`src/rtl/mul_unit.sv`:
```
// Iterative radix-2 shift-add RV32M multiply unit feeding the CDB.
// One op in flight; stalls issue until the result is broadcast or flushed.
module mul_unit #(
    parameter int DATA_WIDTH   = 32,
    parameter int TAG_WIDTH    = 6,
    parameter int OPCODE_WIDTH = 4,
    parameter int ADDR_WIDTH   = 32
) (
    input  logic                    clk,
    input  logic                    n_rst,
    input  logic                    i_flush,
    input  logic                    i_fu_valid,
    input  logic [OPCODE_WIDTH-1:0] i_fu_opcode,
    input  logic [ADDR_WIDTH-1:0]   i_fu_iaddr,
    input  logic [DATA_WIDTH-1:0]   i_fu_insn,
    input  logic [DATA_WIDTH-1:0]   i_fu_src_a,
    input  logic [DATA_WIDTH-1:0]   i_fu_src_b,
    input  logic [TAG_WIDTH-1:0]    i_fu_tag,
    output logic                    o_fu_stall,
    output logic                    o_cdb_req,
    output logic [DATA_WIDTH-1:0]   o_cdb_data,
    output logic [TAG_WIDTH-1:0]    o_cdb_tag,
    input  logic                    i_cdb_grant
);

    localparam int W     = DATA_WIDTH;
    localparam int CNT_W = $clog2(W);

    typedef enum logic [1:0] {
        IDLE,
        BUSY,
        DONE
    } state_t;

    state_t             state_q;
    state_t             state_d;
    logic [TAG_WIDTH-1:0] tag_q;
    logic [1:0]         sel_q;
    logic               neg_q;
    logic [W-1:0]       mcand_q;
    logic [2*W-1:0]     prod_q;
    logic [CNT_W-1:0]   cnt_q;
    logic [W-1:0]       result_q;

    logic [1:0]         sel;
    logic               a_sgn;
    logic               b_sgn;
    logic               a_neg;
    logic               b_neg;
    logic [W-1:0]       mag_a;
    logic [W-1:0]       mag_b;
    logic               accept;
    logic               last;
    logic [W:0]         sum;
    logic [2*W-1:0]     step;
    logic [2*W-1:0]     final_prod;
    logic [W-1:0]       final_res;

    assign sel   = i_fu_insn[13:12];
    assign a_sgn = (sel == 2'b01) || (sel == 2'b10);
    assign b_sgn = (sel == 2'b01);
    assign a_neg = a_sgn & i_fu_src_a[W-1];
    assign b_neg = b_sgn & i_fu_src_b[W-1];
    assign mag_a = a_neg ? (~i_fu_src_a + 1'b1) : i_fu_src_a;
    assign mag_b = b_neg ? (~i_fu_src_b + 1'b1) : i_fu_src_b;

    assign accept = (state_q == IDLE) & i_fu_valid & ~i_flush;
    assign last   = (cnt_q == CNT_W'(W - 1));

    // One shift-add step: carry out of the upper add becomes the new MSB.
    assign sum  = {1'b0, prod_q[2*W-1:W]}
                + (prod_q[0] ? {1'b0, mcand_q} : {(W+1){1'b0}});
    assign step = {sum, prod_q[W-1:1]};

    assign final_prod = neg_q ? (~step + 1'b1) : step;
    assign final_res  = (sel_q == 2'b00) ? final_prod[W-1:0]
                                         : final_prod[2*W-1:W];

    always_comb begin
        state_d = state_q;
        unique case (state_q)
            IDLE:    if (i_fu_valid)  state_d = BUSY;
            BUSY:    if (last)        state_d = DONE;
            DONE:    if (i_cdb_grant) state_d = IDLE;
            default:                  state_d = IDLE;
        endcase
        if (i_flush) state_d = IDLE;
    end

    always_ff @(posedge clk or negedge n_rst) begin
        if (!n_rst) begin
            state_q <= IDLE;
        end else begin
            state_q <= state_d;
        end
    end

    always_ff @(posedge clk or negedge n_rst) begin
        if (!n_rst) begin
            tag_q    <= '0;
            sel_q    <= '0;
            neg_q    <= 1'b0;
            mcand_q  <= '0;
            prod_q   <= '0;
            cnt_q    <= '0;
            result_q <= '0;
        end else if (accept) begin
            tag_q   <= i_fu_tag;
            sel_q   <= sel;
            neg_q   <= a_neg ^ b_neg;
            mcand_q <= mag_a;
            prod_q  <= {{W{1'b0}}, mag_b};
            cnt_q   <= '0;
        end else if (state_q == BUSY && !i_flush) begin
            prod_q <= step;
            cnt_q  <= cnt_q + 1'b1;
            if (last) begin
                result_q <= final_res;
            end
        end
    end

    assign o_fu_stall = (state_q != IDLE);
    assign o_cdb_req  = (state_q == DONE);
    assign o_cdb_data = result_q;
    assign o_cdb_tag  = tag_q;

    logic unused_inputs;
    assign unused_inputs = ^{i_fu_opcode, i_fu_iaddr,
                             i_fu_insn[W-1:14], i_fu_insn[11:0]};

`ifndef SYNTHESIS
    issue_while_stalled: assert property (
        @(posedge clk) disable iff (!n_rst)
        i_fu_valid |-> !o_fu_stall
    );
`endif

endmodule
```
`config.mk`:
```
export PLATFORM = sky130hd
export DESIGN_NAME = mul_unit
export DESIGN_NICKNAME = d
export VERILOG_FILES = /design/src/rtl/mul_unit.sv
export SDC_FILE = /design/constraint.sdc
export NUM_CORES = 1
export LEC_CHECK = 0
export CAP_MARGIN = 20
export CORE_MARGIN = 5
export CORE_UTILIZATION = 55
export CTS_BUF_LIST = sky130_fd_sc_hd__clkbuf_8 sky130_fd_sc_hd__clkbuf_16
export CTS_CLUSTER_DIAMETER = 150
export DETAILED_ROUTE_END_ITERATION = 10
export PLACE_DENSITY = 0.82
export RECOVER_POWER = 50
export SLEW_MARGIN = 15
export SYNTH_ARGS = -nofsm -noshare
export SYNTH_HDL_FRONTEND = slang
export SYNTH_SLANG_ARGS = --single-unit
```
`constraint.sdc`:
```
create_clock -name clk -period 5.3 [get_ports clk]
set_input_delay 1.06 -clock clk [delete_from_list [all_inputs] [get_ports clk]]
set_output_delay 1.06 -clock clk [all_outputs]
set_load 0.005 [all_outputs]
```
==> results.py, run 1 <==
metrics = {
    "floorplan": {
        "start_util": 0.561,
        "die_h_um": 151,
        "dieArea_um2": 22900,
        "coreArea_um2": 19600,
        "rows": 51,
        "die_width_um": 151,
        "ioPinCount": 183,
    },
    "critical_path": {
        "critical_path.max_stage_delay_ns": 0.53,
        "cp_cell_sequence": "and2_1, ha_1, fa_1, and3_1, o21a_1, o2111a_1, or2_2, o311ai_0, buf_4, nand4b_1, nor4_4, a31oi_1, a311oi_1, o21ai_1",
        "timing.rr.start": "prod_q[0]",
        "crit_type": "reg -> reg",
        "crit_arrival_ns": 4.93,
        "cp.depth": 14,
        "endpoint": "o_cdb_data[27]",
        "path_buf_inv": 1,
        "crit_start": "prod_q[0]",
        "r2r_slack_ns": 0.68,
        "r2r_cells": 14,
        "path_max_fanout": 15,
        "cp-end-kind": "flop",
        "critical_path.slowest_cell": "dfrtp_1",
        "crit_required_ns": 5.61,
        "crit_family": "compound AO/OA/AOI/OAI gates",
        "reg2reg_to": "o_cdb_data[27]",
        "start_kind": "flop",
    },
    "yosys": {
        "postSynth.asyncResetShare": 1.00,
        "ys_ff_latch": 144,
        "synthCells": 1405,
        "postSynthAreaPerCell_um2": 7.83,
        "synth_nets": 1587,
        "yosys_warnings": 0,
        "synth_edf_count": 0,
        "yosysSeqAreaShare": 0.328,
        "synth_cell_type_count": 71,
        "synth_top_flop_cell": "dfrtp_1",
        "syn_area_um2": 11000,
    },
    "timing": {
        "finalHoldWorstSlack_ns": 0.475,
        "max_freq_mhz": 217,
        "slew_violations": 177,
        "setup_tns_ns": 0,
        "rsz0062_at_grt": "no",
        "period_share": 0.871,
        "finalClockSkew_ns": 0.0105,
        "worst_pin_slew_ns": 2.54,
        "hold_violations": 0,
        "period_minus_slack_ns": 4.62,
        "maxSlewHeadroom": -0.694,
        "finalSetupViolCount": 0,
        "setup_slack_ns": 0.683,
    },
    "final_layout": {
        "register_area_um2": 3600,
        "final_cell_mix": "nand2_1 (231), dfrtp_1 (144), o21ai_0 (139)",
        "nFillCells": 1684,
        "mostFrequentLayoutCell": "nand2_1",
        "nNetsFinal": 1662,
        "syn2layout_area_growth_pct": 17.6,
        "antennaDiodeCount": 0,
        "multiInputGateArea_um2": 7030,
        "drive_gt1_frac": 0.0489,
    },
    "detailed_routing": {
        "wire_per_inst_um": 18.8,
        "final_antenna_net_count": 0,
        "vias": 10900,
        "via_per_inst": 6.23,
        "drc_errors": 0,
        "firstDrtPassIters": 6,
        "drt_iter0_drc": 1139,
        "wl_um": 33000,
    },
    "cts": {
        "cts-hold-fix-buffers": 0,
        "ctsResizeCount": 0,
        "cts-root-buf": "clkbuf_16",
        "cts_buffers": 17,
        "cts.sinks": 144,
        "cts_setup_buffers": 0,
        "clk_latency_ns": 0.43,
        "htree_levels": 4,
        "cts_buffer_depth": 2,
        "cts_tree": "yes",
        "clk_pin_slew_ns": 0.07,
    },
    "grt": {
        "grtUsageTotal": 0.291,
        "overflow": 0,
        "antenna_found_initial": 0,
        "grt_pass1_wl_um": 53000,
        "grt_max_degree": 98,
        "grt_pass1_vias": 10100,
    },
    "power": {
        "internal_power_w": 0.00264,
        "p_switching_w": 0.00193,
        "switching_share": 0.423,
        "peakVddDrop_v": 0.000273,
        "power_frac_clock": 0.261,
        "p_leak_nw": 5.44,
        "seq_power_share": 0.321,
        "combinationalPowerShare": 0.419,
        "powerDensity_nw_per_um2": 354,
    },
    "worst_hold_path": {
        "holdPathStages": 2,
        "hold_class": "reg -> reg",
    },
    "place": {
        "dpl.hpwl_um": 24800,
        "place_ws_ns": 0.739,
        "place.gp.congestion": 0.949,
        "port_buffers": 116,
    },
    "outcome": {
        "violations": "max-capacitance violations, max-slew violations",
        "outcome": "finished, violations left",
    },
    "run": {
        "cap_violations": 2,
    },
}
## synthesized netlist by cell type (all sizes together) (10+ instances only)
cell type | instances | area share
nand2 | 231 | 0.079
dfrtp | 144 | 0.33
o21ai | 144 | 0.066
nor2 | 120 | 0.041
a21oi | 92 | 0.042
clkbuf | 74 | 0.025
xnor2 | 69 | 0.055
xor2 | 61 | 0.049
and2 | 44 | 0.025
a31oi | 38 | 0.022
ha | 38 | 0.043
nor3 | 29 | 0.013
or3 | 27 | 0.015
a22o | 26 | 0.021
o31ai | 24 | 0.016
inv | 22 | 0.0075
and3 | 18 | 0.010
nand3 | 16 | 0.0073
nor4 | 15 | 0.010
or4 | 13 | 0.0096
a21o | 12 | 0.0082
nand2b | 11 | 0.0063
nand4 | 11 | 0.0063
o211ai | 10 | 0.0068
o41ai | 10 | 0.0080
or2 | 10 | 0.0057
## worst min-delay path by stage
| stage | startpoint | to | slack [ns] |
|---|---|---|---|
| floorplan | mcand_q[31] | mcand_q[31] | 0.44 |
| global placement | mcand_q[24] | mcand_q[24] | 0.46 |
| detailed placement | mcand_q[17] | mcand_q[17] | 0.47 |
| CTS | mcand_q[25] | mcand_q[25] | 0.48 |
| global route | o_cdb_data[14] | o_cdb_data[14] | 0.49 |
| finish | o_cdb_data[14] | o_cdb_data[14] | 0.48 |
## cell type report
cell class,instances,share of cell area
Multi-Input combinational cell,1161,0.544
Sequential cell,144,0.279
Clock buffer,17,0.0329
Clock inverter,15,0.0116
Tap cell,265,0.0256
Inverter,22,0.00638
Timing Repair Buffer,134,0.101
## worst min-delay path: cells and delay by family, from the launching register on
kind | cells | cell delay (ns)
simple gates | 1 | 0.04
compound gates | 1 | 0.05
flops | 1 | 0.34
## metal layers
layer | global-route usage | wire [µm] | vias to the layer above
li1 | - | - | 5182
met1 | 0.426 | 14600 | 5200
met2 | 0.445 | 14900 | 502
met3 | 0.0500 | 2770 | 63
met4 | 0.0825 | 738 | 0
met5 | 0 | 0 | -
## per-stage QoR
stage	area, µm²	total power, W	std cells	util
2_1_floorplan	11000	0.00273	1405	-
3_3_place_gp	12300	0.00330	1725	0.630
3_5_place_dp	12400	0.00335	1726	0.632
4_1_cts	12900	0.00454	1758	0.661
5_1_grt	12900	0.00482	1758	0.660
6_report	12900	0.00457	1758	0.660
## cell families after synthesis
family,Yosys count,share of synthesized area
compound gates,415,0.235
xor+xnor,130,0.104
fa+ha+maj,39,0.0451
buf+inv,100,0.0342
flops,144,0.328
mux,10,0.00922
simple gates,567,0.246
## registers in the layout (all words and copies together), names as in the netlist
name        cells
prod_q         64
mcand_q        32
o_cdb_data     32
o_cdb_tag       6
cnt_q           5
sel_q           2
state_q         2
neg_q           1
## power by group through the flow
| stage | Sequential, W | Clock [W] | Combinational (W) |
|---|---|---|---|
| CTS | 0.00146 | 0.00120 | 0.00189 |
| detailed placement | 0.00148 | 0 | 0.00187 |
| global placement | 0.00147 | 0 | 0.00184 |
| finish | 0.00147 | 0.00119 | 0.00191 |
| floorplan | 0.00140 | 0 | 0.00133 |
| global route | 0.00149 | 0.00125 | 0.00209 |
Power figures use the tool's default switching activity.
==> inputs of run 2 (changes only) <==
Settings changed: HOLD_SLACK_MARGIN set to 0.12, PLACE_DENSITY 0.82 to 0.83.
==> results.py, run 2 (synthesized netlist as in run 1, its figures left out) <==
metrics = {
    "grt": {
        "grt_max_degree": 105,
        "antenna_found_initial": 0,
        "grt_pass1_vias": 10000,
        "overflow": 0,
        "grt_pass1_wl_um": 52100,
        "grtUsageTotal": 0.287,
    },
    "cts": {
        "cts-root-buf": "clkbuf_16",
        "ctsResizeCount": 0,
        "cts_buffers": 17,
        "cts_buffer_depth": 2,
        "cts.sinks": 144,
        "htree_levels": 4,
        "cts_setup_buffers": 0,
        "clk_pin_slew_ns": 0.07,
        "cts-hold-fix-buffers": 0,
        "cts_tree": "yes",
        "clk_latency_ns": 0.44,
    },
    "power": {
        "combinationalPowerShare": 0.412,
        "peakVddDrop_v": 0.000266,
        "seq_power_share": 0.313,
        "switching_share": 0.406,
        "p_leak_nw": 5.46,
        "internal_power_w": 0.00278,
        "power_frac_clock": 0.275,
        "p_switching_w": 0.00190,
        "powerDensity_nw_per_um2": 360,
    },
    "critical_path": {
        "cp-end-kind": "flop",
        "path_max_fanout": 12,
        "crit_type": "reg -> reg",
        "crit_arrival_ns": 5.05,
        "start_kind": "flop",
        "crit_required_ns": 5.61,
    },
    "floorplan": {
        "start_util": 0.561,
        "dieArea_um2": 22900,
        "rows": 51,
        "ioPinCount": 183,
        "die_width_um": 151,
        "die_h_um": 151,
        "coreArea_um2": 19600,
    },
    "final_layout": {
        "syn2layout_area_growth_pct": 18.0,
        "mostFrequentLayoutCell": "nand2_1",
        "nNetsFinal": 1662,
        "utilization": 0.662,
        "largest_register": "prod_q",
        "nFillCells": 1663,
        "antennaDiodeCount": 0,
        "drive_gt1_frac": 0.0496,
        "final_cell_mix": "nand2_1 (230), dfrtp_1 (144), o21ai_0 (139)",
        "largest_reg_flops": 64,
    },
    "timing": {
        "finalSetupViolCount": 0,
        "rsz0062_at_grt": "no",
        "max_freq_mhz": 211,
        "finalHoldWorstSlack_ns": 0.474,
        "setup_tns_ns": 0,
        "period_share": 0.893,
        "maxSlewHeadroom": -0.761,
        "finalClockSkew_ns": 0.0103,
        "hold_violations": 0,
        "worst_pin_slew_ns": 2.64,
        "period_minus_slack_ns": 4.74,
        "slew_violations": 183,
    },
    "detailed_routing": {
        "via_per_inst": 6.15,
        "wl_um": 32900,
        "drt_iter0_drc": 1144,
        "wire_per_inst_um": 18.7,
        "firstDrtPassIters": 5,
        "drc_errors": 0,
        "final_antenna_net_count": 0,
        "vias": 10800,
    },
    "worst_hold_path": {
        "hold_class": "reg -> reg",
    },
    "place": {
        "port_buffers": 116,
        "place.gp.congestion": 0.921,
        "dpl.hpwl_um": 24700,
    },
    "outcome": {
        "violations": "max-capacitance violations, max-slew violations",
        "outcome": "finished, violations left",
    },
    "run": {
        "cap_violations": 2,
    },
}
==> run 2: metal layers <==
| layer | up-vias | GRT usage | share of wire |
|---|---|---|---|
| met3 | 75 | 0.0485 | 0.078 |
| li1 | 5182 | - | - |
| met4 | 0 | 0.0947 | 0.027 |
| met1 | 5079 | 0.411 | 0.44 |
| met5 | - | 0 | 0 |
| met2 | 471 | 0.441 | 0.45 |
==> run 2: worst max-delay path, cell delays in order (launching register included) <==
cell,delay (ns)
dfrtp_1,0.49
and2_1,0.20
ha_1,0.22
fa_1,0.42
and3_1,0.21
o21a_1,0.24
o2111a_1,0.35
or2_2,0.32
o311ai_0,0.55
buf_4,0.23
nand4b_1,0.29
nor4_4,0.49
a31oi_1,0.15
a311oi_1,0.33
o21ai_1,0.12
==> run 2: path summary, 6_finish.rpt <==
kind | start | to | slack, ns | depth (start not counted)
min in group asynchronous | n_rst | mcand_q[19] | 1.42 | 1
worst max-delay path | prod_q[0] | o_cdb_data[27] | 0.56 | 14
worst min-delay path | mcand_q[25] | mcand_q[25] | 0.47 | 2
worst max register to register | prod_q[0] | o_cdb_data[27] | 0.56 | 14
worst min register to register | mcand_q[25] | mcand_q[25] | 0.47 | 2
max in group asynchronous | n_rst | prod_q[33] | 1.75 | 2
==> run 2: area by class of cell <==
cell class	instances	area (µm²)	area share
clock buffers	17	425	0.0328
clock inverters	15	198	0.0152
inverters	22	82.6	0.00637
multi-input cells	1161	7040	0.542
flip-flops and latches	144	3600	0.278
well taps	265	332	0.0256
repair buffers	134	1300	0.0999
==> run 2: through the flow <==
step | power, W | instances | setup slack [ns] | cell area (µm²)
6_report | 0.00468 | 1758 | 0.565 | 13000
5_1_grt | 0.00493 | 1758 | 0.410 | 13000
4_1_cts | 0.00465 | 1758 | 0.675 | 13000
3_5_place_dp | 0.00335 | 1726 | 0.693 | 12400
3_3_place_gp | 0.00330 | 1725 | 0.764 | 12300
2_1_floorplan | 0.00273 | 1405 | 1.15 | 11000
==> run 2: power by group through the flow <==
| stage | Sequential [W] | Clock, W | Combinational, W |
|---|---|---|---|
| after floorplan | 0.00140 | 0 | 0.00133 |
| final | 0.00146 | 0.00129 | 0.00192 |
| after global routing | 0.00149 | 0.00135 | 0.00210 |
| after CTS | 0.00145 | 0.00130 | 0.00189 |
| after global placement | 0.00146 | 0 | 0.00184 |
| after detailed placement | 0.00147 | 0 | 0.00188 |
